===== config.mk =====
export PLATFORM = sky130hd
export DESIGN_NAME = pattern_seq_gen
export DESIGN_NICKNAME = d
export VERILOG_FILES = /design/src/rtl/pattern_seq_gen.sv
export SDC_FILE = /design/constraint.sdc
export NUM_CORES = 1
export LEC_CHECK = 0
export CAP_MARGIN = 30
export CELL_PAD_IN_SITES_DETAIL_PLACEMENT = 1
export CELL_PAD_IN_SITES_GLOBAL_PLACEMENT = 2
export CORE_MARGIN = 3
export CORE_UTILIZATION = 25
export DETAILED_ROUTE_END_ITERATION = 6
export DONT_BUFFER_PORTS = 1
export MAX_ROUTING_LAYER = met4
export PLACE_DENSITY = 0.58
export REMOVE_ABC_BUFFERS = 1
export SYNTH_ARGS = -nofsm -noshare
export SYNTH_HDL_FRONTEND = slang
export SYNTH_SLANG_ARGS = --single-unit

===== constraint.sdc =====
create_clock -name clck -period 4.6 [get_ports clck]
set_input_delay 1.38 -clock clck [delete_from_list [all_inputs] [get_ports clck]]
set_output_delay 1.38 -clock clck [all_outputs]
set_load 0.01 [all_outputs]

===== src/rtl/pattern_seq_gen.sv =====
// pattern_seq_gen
//   Serial pattern generator. Captures a parallel pattern with a field length
//   and ordering, then streams pattern[L-1:0] onto `out`. Each bit is held for
//   DIV clocks. The generator can run one pass or repeat continuously.
//
// Ports
//   clck         clock, rising edge
//   rst_n        asynchronous active-low reset
//   load         capture pattern/len/lsb_first/repeat_mode (IDLE or ARMED only)
//   pattern      parallel pattern, WIDTH bits
//   len          field length; 0 or >WIDTH is stored as WIDTH
//   lsb_first    1: bit 0 first, 0: bit L-1 first
//   repeat_mode  1: continuous, 0: one-shot
//   start        begin streaming (ARMED only)
//   stop         abort, highest priority
//   out          registered serial data
//   busy         high while streaming
//   done         one-cycle pulse at the end of each complete pass
//   bit_idx      transmission position of the bit on `out`, 0 when idle
module pattern_seq_gen #(
  parameter int WIDTH = 8,
  parameter int DIV   = 1,
  localparam int LW   = $clog2(WIDTH + 1)
) (
  input  logic             clck,
  input  logic             rst_n,
  input  logic             load,
  input  logic [WIDTH-1:0] pattern,
  input  logic [LW-1:0]    len,
  input  logic             lsb_first,
  input  logic             repeat_mode,
  input  logic             start,
  input  logic             stop,
  output logic             out,
  output logic             busy,
  output logic             done,
  output logic [LW-1:0]    bit_idx
);

  localparam int DW = (DIV > 1) ? $clog2(DIV) : 1;

  typedef enum logic [1:0] {
    S_IDLE,
    S_ARMED,
    S_RUN
  } state_e;

  state_e           state_q;
  logic [WIDTH-1:0] pat_q;
  logic [LW-1:0]    len_q;
  logic             lsb_q;
  logic             rep_q;
  logic             loaded_q;
  logic [DW-1:0]    div_q;
  logic             out_q;
  logic             busy_q;
  logic             done_q;
  logic [LW-1:0]    idx_q;

  logic [LW-1:0]    len_d;
  logic [LW-1:0]    idx_d;
  logic [LW-1:0]    pos_first;
  logic [LW-1:0]    pos_next;
  logic             last_bit;
  logic             last_div;
  logic             bit_first;
  logic             bit_next;

  always_comb begin
    len_d     = ((len == '0) || (len > LW'(WIDTH))) ? LW'(WIDTH) : len;
    last_div  = (div_q == DW'(DIV - 1));
    last_bit  = (idx_q == len_q - LW'(1));
    // idx_d wraps to 0 at the end of a pass, so bit_next is the first bit
    // again, which is exactly what repeat mode needs for a gapless wrap.
    idx_d     = last_bit ? '0 : idx_q + LW'(1);
    // Map transmission position to pattern bit position.
    pos_first = lsb_q ? '0 : len_q - LW'(1);
    pos_next  = lsb_q ? idx_d : len_q - LW'(1) - idx_d;
    bit_first = |(pat_q & (WIDTH'(1) << pos_first));
    bit_next  = |(pat_q & (WIDTH'(1) << pos_next));
  end

  always_ff @(posedge clck or negedge rst_n) begin
    if (!rst_n) begin
      state_q  <= S_IDLE;
      pat_q    <= '0;
      len_q    <= LW'(WIDTH);
      lsb_q    <= 1'b0;
      rep_q    <= 1'b0;
      loaded_q <= 1'b0;
      div_q    <= '0;
      out_q    <= 1'b0;
      busy_q   <= 1'b0;
      done_q   <= 1'b0;
      idx_q    <= '0;
    end else begin
      done_q <= 1'b0;
      if (stop) begin
        state_q <= loaded_q ? S_ARMED : S_IDLE;
        out_q   <= 1'b0;
        busy_q  <= 1'b0;
        idx_q   <= '0;
        div_q   <= '0;
      end else begin
        case (state_q)
          S_IDLE, S_ARMED: begin
            if (load) begin
              pat_q    <= pattern;
              len_q    <= len_d;
              lsb_q    <= lsb_first;
              rep_q    <= repeat_mode;
              loaded_q <= 1'b1;
              state_q  <= S_ARMED;
            end else if (start && (state_q == S_ARMED)) begin
              state_q <= S_RUN;
              busy_q  <= 1'b1;
              out_q   <= bit_first;
              idx_q   <= '0;
              div_q   <= '0;
            end
          end
          S_RUN: begin
            if (!last_div) begin
              div_q <= div_q + DW'(1);
            end else begin
              div_q <= '0;
              idx_q <= idx_d;
              if (last_bit) begin
                done_q <= 1'b1;
                if (rep_q) begin
                  out_q <= bit_next;
                end else begin
                  state_q <= S_ARMED;
                  out_q   <= 1'b0;
                  busy_q  <= 1'b0;
                end
              end else begin
                out_q <= bit_next;
              end
            end
          end
          default: state_q <= S_IDLE;
        endcase
      end
    end
  end

  assign out     = out_q;
  assign busy    = busy_q;
  assign done    = done_q;
  assign bit_idx = idx_q;

endmodule


# [After elaboration in Yosys (flattened, before gate mapping)]
# Cells that the tools add are included.
[classes] bitwise=3 addsub=4 n_eq_ne=9 n_lt_le_gt_ge=1 mux=40 shift=2 n_reduce_logical=13
[op_table] op="two-way mux 4 bit" count=8
[op_table] op="two-way mux 1 bit" count=21
[op_table] op="AND 8 bit" count=2
[op_table] op="OR reduction 8 bit" count=2
[op_table] op="left shift 1 x 4 -> 8 bit (first input constant)" count=2
[op_table] op="inequality test 3 bit (second input constant)" count=5
[op_table] op="two-way mux 2 bit" count=6
[op_table] op="one-hot mux 4 bit (2 select lines)" count=1
[op_table] op="AND reduction 4 bit" count=2
[op_table] op="one-hot mux 1 bit (2 select lines)" count=3
[op_table] op="AND reduction 3 bit" count=2
[op_table] op="AND reduction 6 bit" count=1
[op_table] op="adder 4 x 1 -> 4 bit (second input constant)" count=1
[op_table] op="equality test 4 bit" count=1
[op_table] op="greater-than comparator 4 bit (second input constant)" count=1
[op_table] op="zero test 4 bit" count=1
[op_table] op="inequality test 4 bit (second input constant)" count=1
[op_table] op="one-hot mux 2 bit (2 select lines)" count=1
[op_table] op="subtractor 4 x 1 -> 4 bit (second input constant)" count=1
[op_table] op="subtractor 4 bit" count=1
[op_table] op="nonzero test 3 bit" count=1
[op_table] op="equality test 2 x 1 -> 1 bit (second input constant)" count=1
[op_table] op="equality test 2 bit (second input constant)" count=1
[op_table] op="zero test 2 bit" count=1
[op_table] op="other kinds (5)" count=5
[totals] reg_bits=25 wordCells=83 out_inout_bits=7 in_bits=19

# [Depth between registers and ports, before layout]
# Gate-level depths: netlist of run 1.
[depth] word_depth=13 ltp_mapped=15 ltp_nobuf=14

# [Worst setup path after synthesis of run 1]
# OpenSTA, ideal clock, no wires.
[synth_timing] path_kind="reg2reg" start="reg len_q[0]" end="reg out_q (netlist: out)" path_slack_ps=1123 n_path_buf=1 stages_incl_launch_ff=15 setup_time_ps=95 required_time_ps=4505 arrival_ps=3382 path_cell_list="dfrtp_1 inv_1 ha_1 buf_2 xor2_1 nand3_2 o21ai_1 ha_1 a21oi_1 o31ai_1 or3_1 o31a_1 or3_1 xnor2_1 o31ai_1"
[synth_via] elab_chain_len=13 elab_cells_between_ends=19
[synth_rtl] item="start: declaration" line_no="50" source="logic [LW-1:0] len_q;"
[synth_rtl] item="start signal: assignment" line_no="87" source="len_q <= LW'(WIDTH);"
[synth_rtl] item="start signal: assignment" line_no="109" source="len_q <= len_d;"
[synth_rtl] item="subtractor 4 x 1 -> 4 bit (*)" line_no="72, 77, 78"
[synth_rtl] item="equality test 4 bit" line_no="72" source="last_bit = (idx_q == len_q - LW'(1));"
[synth_rtl] item="two-way mux 4 bit" line_no="75" source="idx_d = last_bit ? '0 : idx_q + LW'(1);"
[synth_rtl] item="subtractor 4 bit" line_no="78" source="pos_next = lsb_q ? idx_d : len_q - LW'(1) - idx_d;"
[synth_rtl] item="two-way mux 4 bit" line_no="78"
[synth_rtl] item="left shift 1 x 4 -> 8 bit" line_no="80" source="bit_next = |(pat_q & (WIDTH'(1) << pos_next));"
[synth_rtl] item="AND 8 bit" line_no="80"
[synth_rtl] item="OR reduction 8 bit" line_no="80"
[synth_rtl] item="two-way mux 1 bit" line_no="130" source="if (rep_q) begin"
[synth_rtl] item="two-way mux 1 bit" line_no="128" source="if (last_bit) begin"
[synth_rtl] item="two-way mux 1 bit" line_no="123" source="if (!last_div) begin"
[synth_rtl] item="one-hot mux 1 bit (2 select lines) (*)" line_no="105" source="case (state_q)"
[synth_rtl] item="two-way mux 1 bit (*)" line_no="98" source="if (stop) begin"
[synth_rtl] item="end signal: assignment" line_no="117" source="out_q <= bit_first;"
[synth_rtl] item="end signal: assignment" line_no="131" source="out_q <= bit_next;"
[synth_rtl] item="end signal: assignment" line_no="138" source="out_q <= bit_next;"
[synth_rtl] item="end: declaration" line_no="55" source="logic out_q;"
# Every way passes the cells marked *; elsewhere a longest branch is shown, timed or not. The select of a mux whose other input is x is not followed.
# A chain may end at the register's enable or synchronous reset.

# [Worst setup path after layout of run 1]
# Ends and elaborated chain as after synthesis.

==> metrics.csv, run 1 <==
metric,value,unit
maxSlewViolCount,0,
syn_area,1590,um^2
cts.sinks,24,
die_h,85.8,um
htree_num_levels,1,
hold_end,loaded_q,
r2r_start,len_q[0],
firstDrtPassIters,4,
async_flop_share,100,%
gp_congestion,0.824,
drc,0,
hold_slack,478,ps
grt_pass1_vias,1381,
rows,28,
cts_setup_buffers,0,
post_drt_wl_per_cell,16.9,um
gr-usage-met1,16.0,%
fin_setup_tns,0,ps
synth-edff-count,0,
grt_max_degree,25,
rsz0062_at_grt,no,
cts_buffers,3,
cts_resized,0,
crit_slowest_cell,ha_1,
finalSetupViolations,0,
final_core_util,29.0,%
synth.avg_cell_area,9.59,um^2
dieArea,7360,um^2
cp_slowest_stage_delay,530,ps
place.port_buffers,0,
final_common_cell,dfrtp_1,
fillerInstances,719,
p_leak,0.704,nW
finalClockSkew,3.31,ps
grt_use_met2,20.1,%
diodes,0,
fin_crit_sh,87.8,%
max-cap-violations,0,
cp_data_required_time,4790,ps
cts_root_buffer,clkbuf_8,
wirelength,4080,um
hold_violations,0,
crit_chain,inv_1 -> ha_1 -> xor2_1 -> nand3_2 -> o21ai_1 -> ha_1 -> a21oi_1 -> o31ai_1 -> or3_1 -> o31a_1 -> or3_1 -> xnor2_1 -> o31ai_1,
r2r-end,out,
register_area,602,um^2
grt_use_total,12.5,%
multiInputGateArea,933,um^2
critPathLaunchType,flip-flop,
synth_mux_area_share,12.2,%
cp-end-kind,flip-flop,
initial_utilization,26.4,%
hold_depth,1,
crit_fanout,8,
globalRouteMet3Util,2.11,%
clk_latency,280,ps
syn_inst,166,
nets,192,
synth_xor_area_share,7.39,%
timing.final.crit_period,4040,ps
finalPower,0.681,mW
yosys.cell_types.count,47,
min_from,loaded_q,
synth-seq-cells,24,
avgViaCountPerCell,5.21,
p_per_area,390,nW/um^2
core_area,6030,um^2
yosys.area_share.simple,18.7,%
crit_type,reg -> reg,
synth-compound-area-share,14.9,%
num_io_pins,26,
top_usage_layer,met2,
r2r_slack,560,ps
grt_overflow,0,
r2r_cells,13,
max_freq,0.248,GHz
yosysWarnings,0,
postRouteAntennaNets,0,
yosys.area_share.adder,5.19,%
hold_class,reg -> reg,
vias,1255,
dominantRegCellSynth,dfrtp_1,
antenna_found_initial,0,
worst_ep_arrival_time,4220,ps
grt_pass1_wl,7020,um
die_width,85.8,um
slew-limit-headroom,64.8,%
worst_pin_slew,527,ps
cts_tree,done,
cts_buffer_depth,2,
clk_pin_slew,90,ps
status,completed,
ctsHoldBuffers,0,
irDropWorstVdd,0.000146,V
synth_top_family_by_area,simple AND/OR/NAND/NOR gates,
syn_to_final_growth,9.67,%
hpwlAfterDp,3250,um
drive_gt1_share,15.1,%
final_cell_mix,"dfrtp_1, o21ai_0, nor2_1, nand2_1, mux2_2",
drt_iter0_markers,53,
yosysSeqAreaShare,37.8,%
## cells by family (layout without fill, tap and decap cells)
family / count (synthesis) / after routing
buffers and inverters: 15 / 15
AO/OA/AOI/OAI: 37 / 37
XOR/XNOR: 11 / 11
flip-flops: 24 / 24
multiplexers: 18 / 18
AND/OR/NAND/NOR: 55 / 55
adder cells (fa/ha/maj): 6 / 6
## power breakdown
part	internal (mW)	total, mW	leakage [nW]	switching [mW]
clock	0.117	0.193	0.0357	0.0759
sequential	0.235	0.269	0.296	0.0335
combinational	0.104	0.219	0.372	0.116
## layout make-up
class	instances	area share [%]
tap	75	5.38
timing repair buffer	1	0.430
clock buffer	3	2.37
multi-input combinational	127	53.5
sequential	24	34.5
inverter	10	2.15
clock inverter	1	1.72
## worst max-delay path: cells and delay by family (launching register included)
kind | cells | cell delay (ps)
XOR/XNOR | 2 | 460
adder cells (fa/ha/maj) | 2 | 870
buffers and inverters | 1 | 150
AO/OA/AOI/OAI | 5 | 1120
flip-flops | 1 | 500
AND/OR/NAND/NOR | 3 | 850
## Yosys cell counts (3+ instances only)
cell type / n / area share (%)
inv_1: 9 / 2.1
nand2_1: 12 / 2.8
nor2_1: 13 / 3.1
a21oi_1: 7 / 2.2
nand2b_1: 3 / 1.2
xnor2_1: 5 / 2.8
xor2_1: 4 / 2.2
mux2_2: 11 / 7.8
mux2i_1: 7 / 4.4
nand3b_1: 3 / 1.4
nor3b_1: 3 / 1.4
or3_1: 4 / 1.6
ha_1: 5 / 3.9
o21ai_0: 13 / 4.1
nor3_1: 4 / 1.3
nor4_1: 4 / 1.6
dfrtp_1: 23 / 36
## stage by stage
| stage | cell area (um^2) | std cells | setup WS [ps] |
|---|---|---|---|
| floorplan | 1570 | 161 | 1150 |
| global placement | 1670 | 237 | 679 |
| detailed placement | 1670 | 237 | 633 |
| CTS | 1750 | 241 | 562 |
| global route | 1750 | 241 | 204 |
| finish | 1750 | 241 | 562 |
## worst max-delay path by stage
stage | end | slack (ps) | from | cells past startpoint
2_1_floorplan | out | 1150 | len_q[0] | 13
5_1_grt | out | 200 | len_q[0] | 13
6_report | out | 560 | len_q[0] | 13
3_5_place_dp | out | 630 | len_q[0] | 13
3_3_place_gp | out | 680 | len_q[0] | 13
4_1_cts | out | 560 | len_q[0] | 13
## state kept, by name (all words and copies together) (netlist names), 2 cells and up
register	count
bit_idx	4
len_q	4
state_q	2
pat_q	8
## routing by layer
| metal | share of wire, % | vias up |
|---|---|---|
| met5 | 0 | - |
| met4 | 1.2 | 0 |
| met3 | 1.9 | 4 |
| met2 | 49 | 16 |
| met1 | 48 | 637 |
| li1 | - | 598 |
Power figures use the tool's default switching activity.
==> run 2, diff against run 1 <==
--- a/config.mk
+++ b/config.mk
@@ -10,11 +10,13 @@
 export CELL_PAD_IN_SITES_GLOBAL_PLACEMENT = 2
 export CORE_MARGIN = 3
 export CORE_UTILIZATION = 25
+export CTS_CLUSTER_SIZE = 40
 export DETAILED_ROUTE_END_ITERATION = 6
 export DONT_BUFFER_PORTS = 1
 export MAX_ROUTING_LAYER = met4
 export PLACE_DENSITY = 0.58
 export REMOVE_ABC_BUFFERS = 1
+export SETUP_SLACK_MARGIN = 0.02
 export SYNTH_ARGS = -nofsm -noshare
 export SYNTH_HDL_FRONTEND = slang
 export SYNTH_SLANG_ARGS = --single-unit
==> results of run 2 <==
Same layout as run 1: the final DEF is identical, and so are final timing and power.
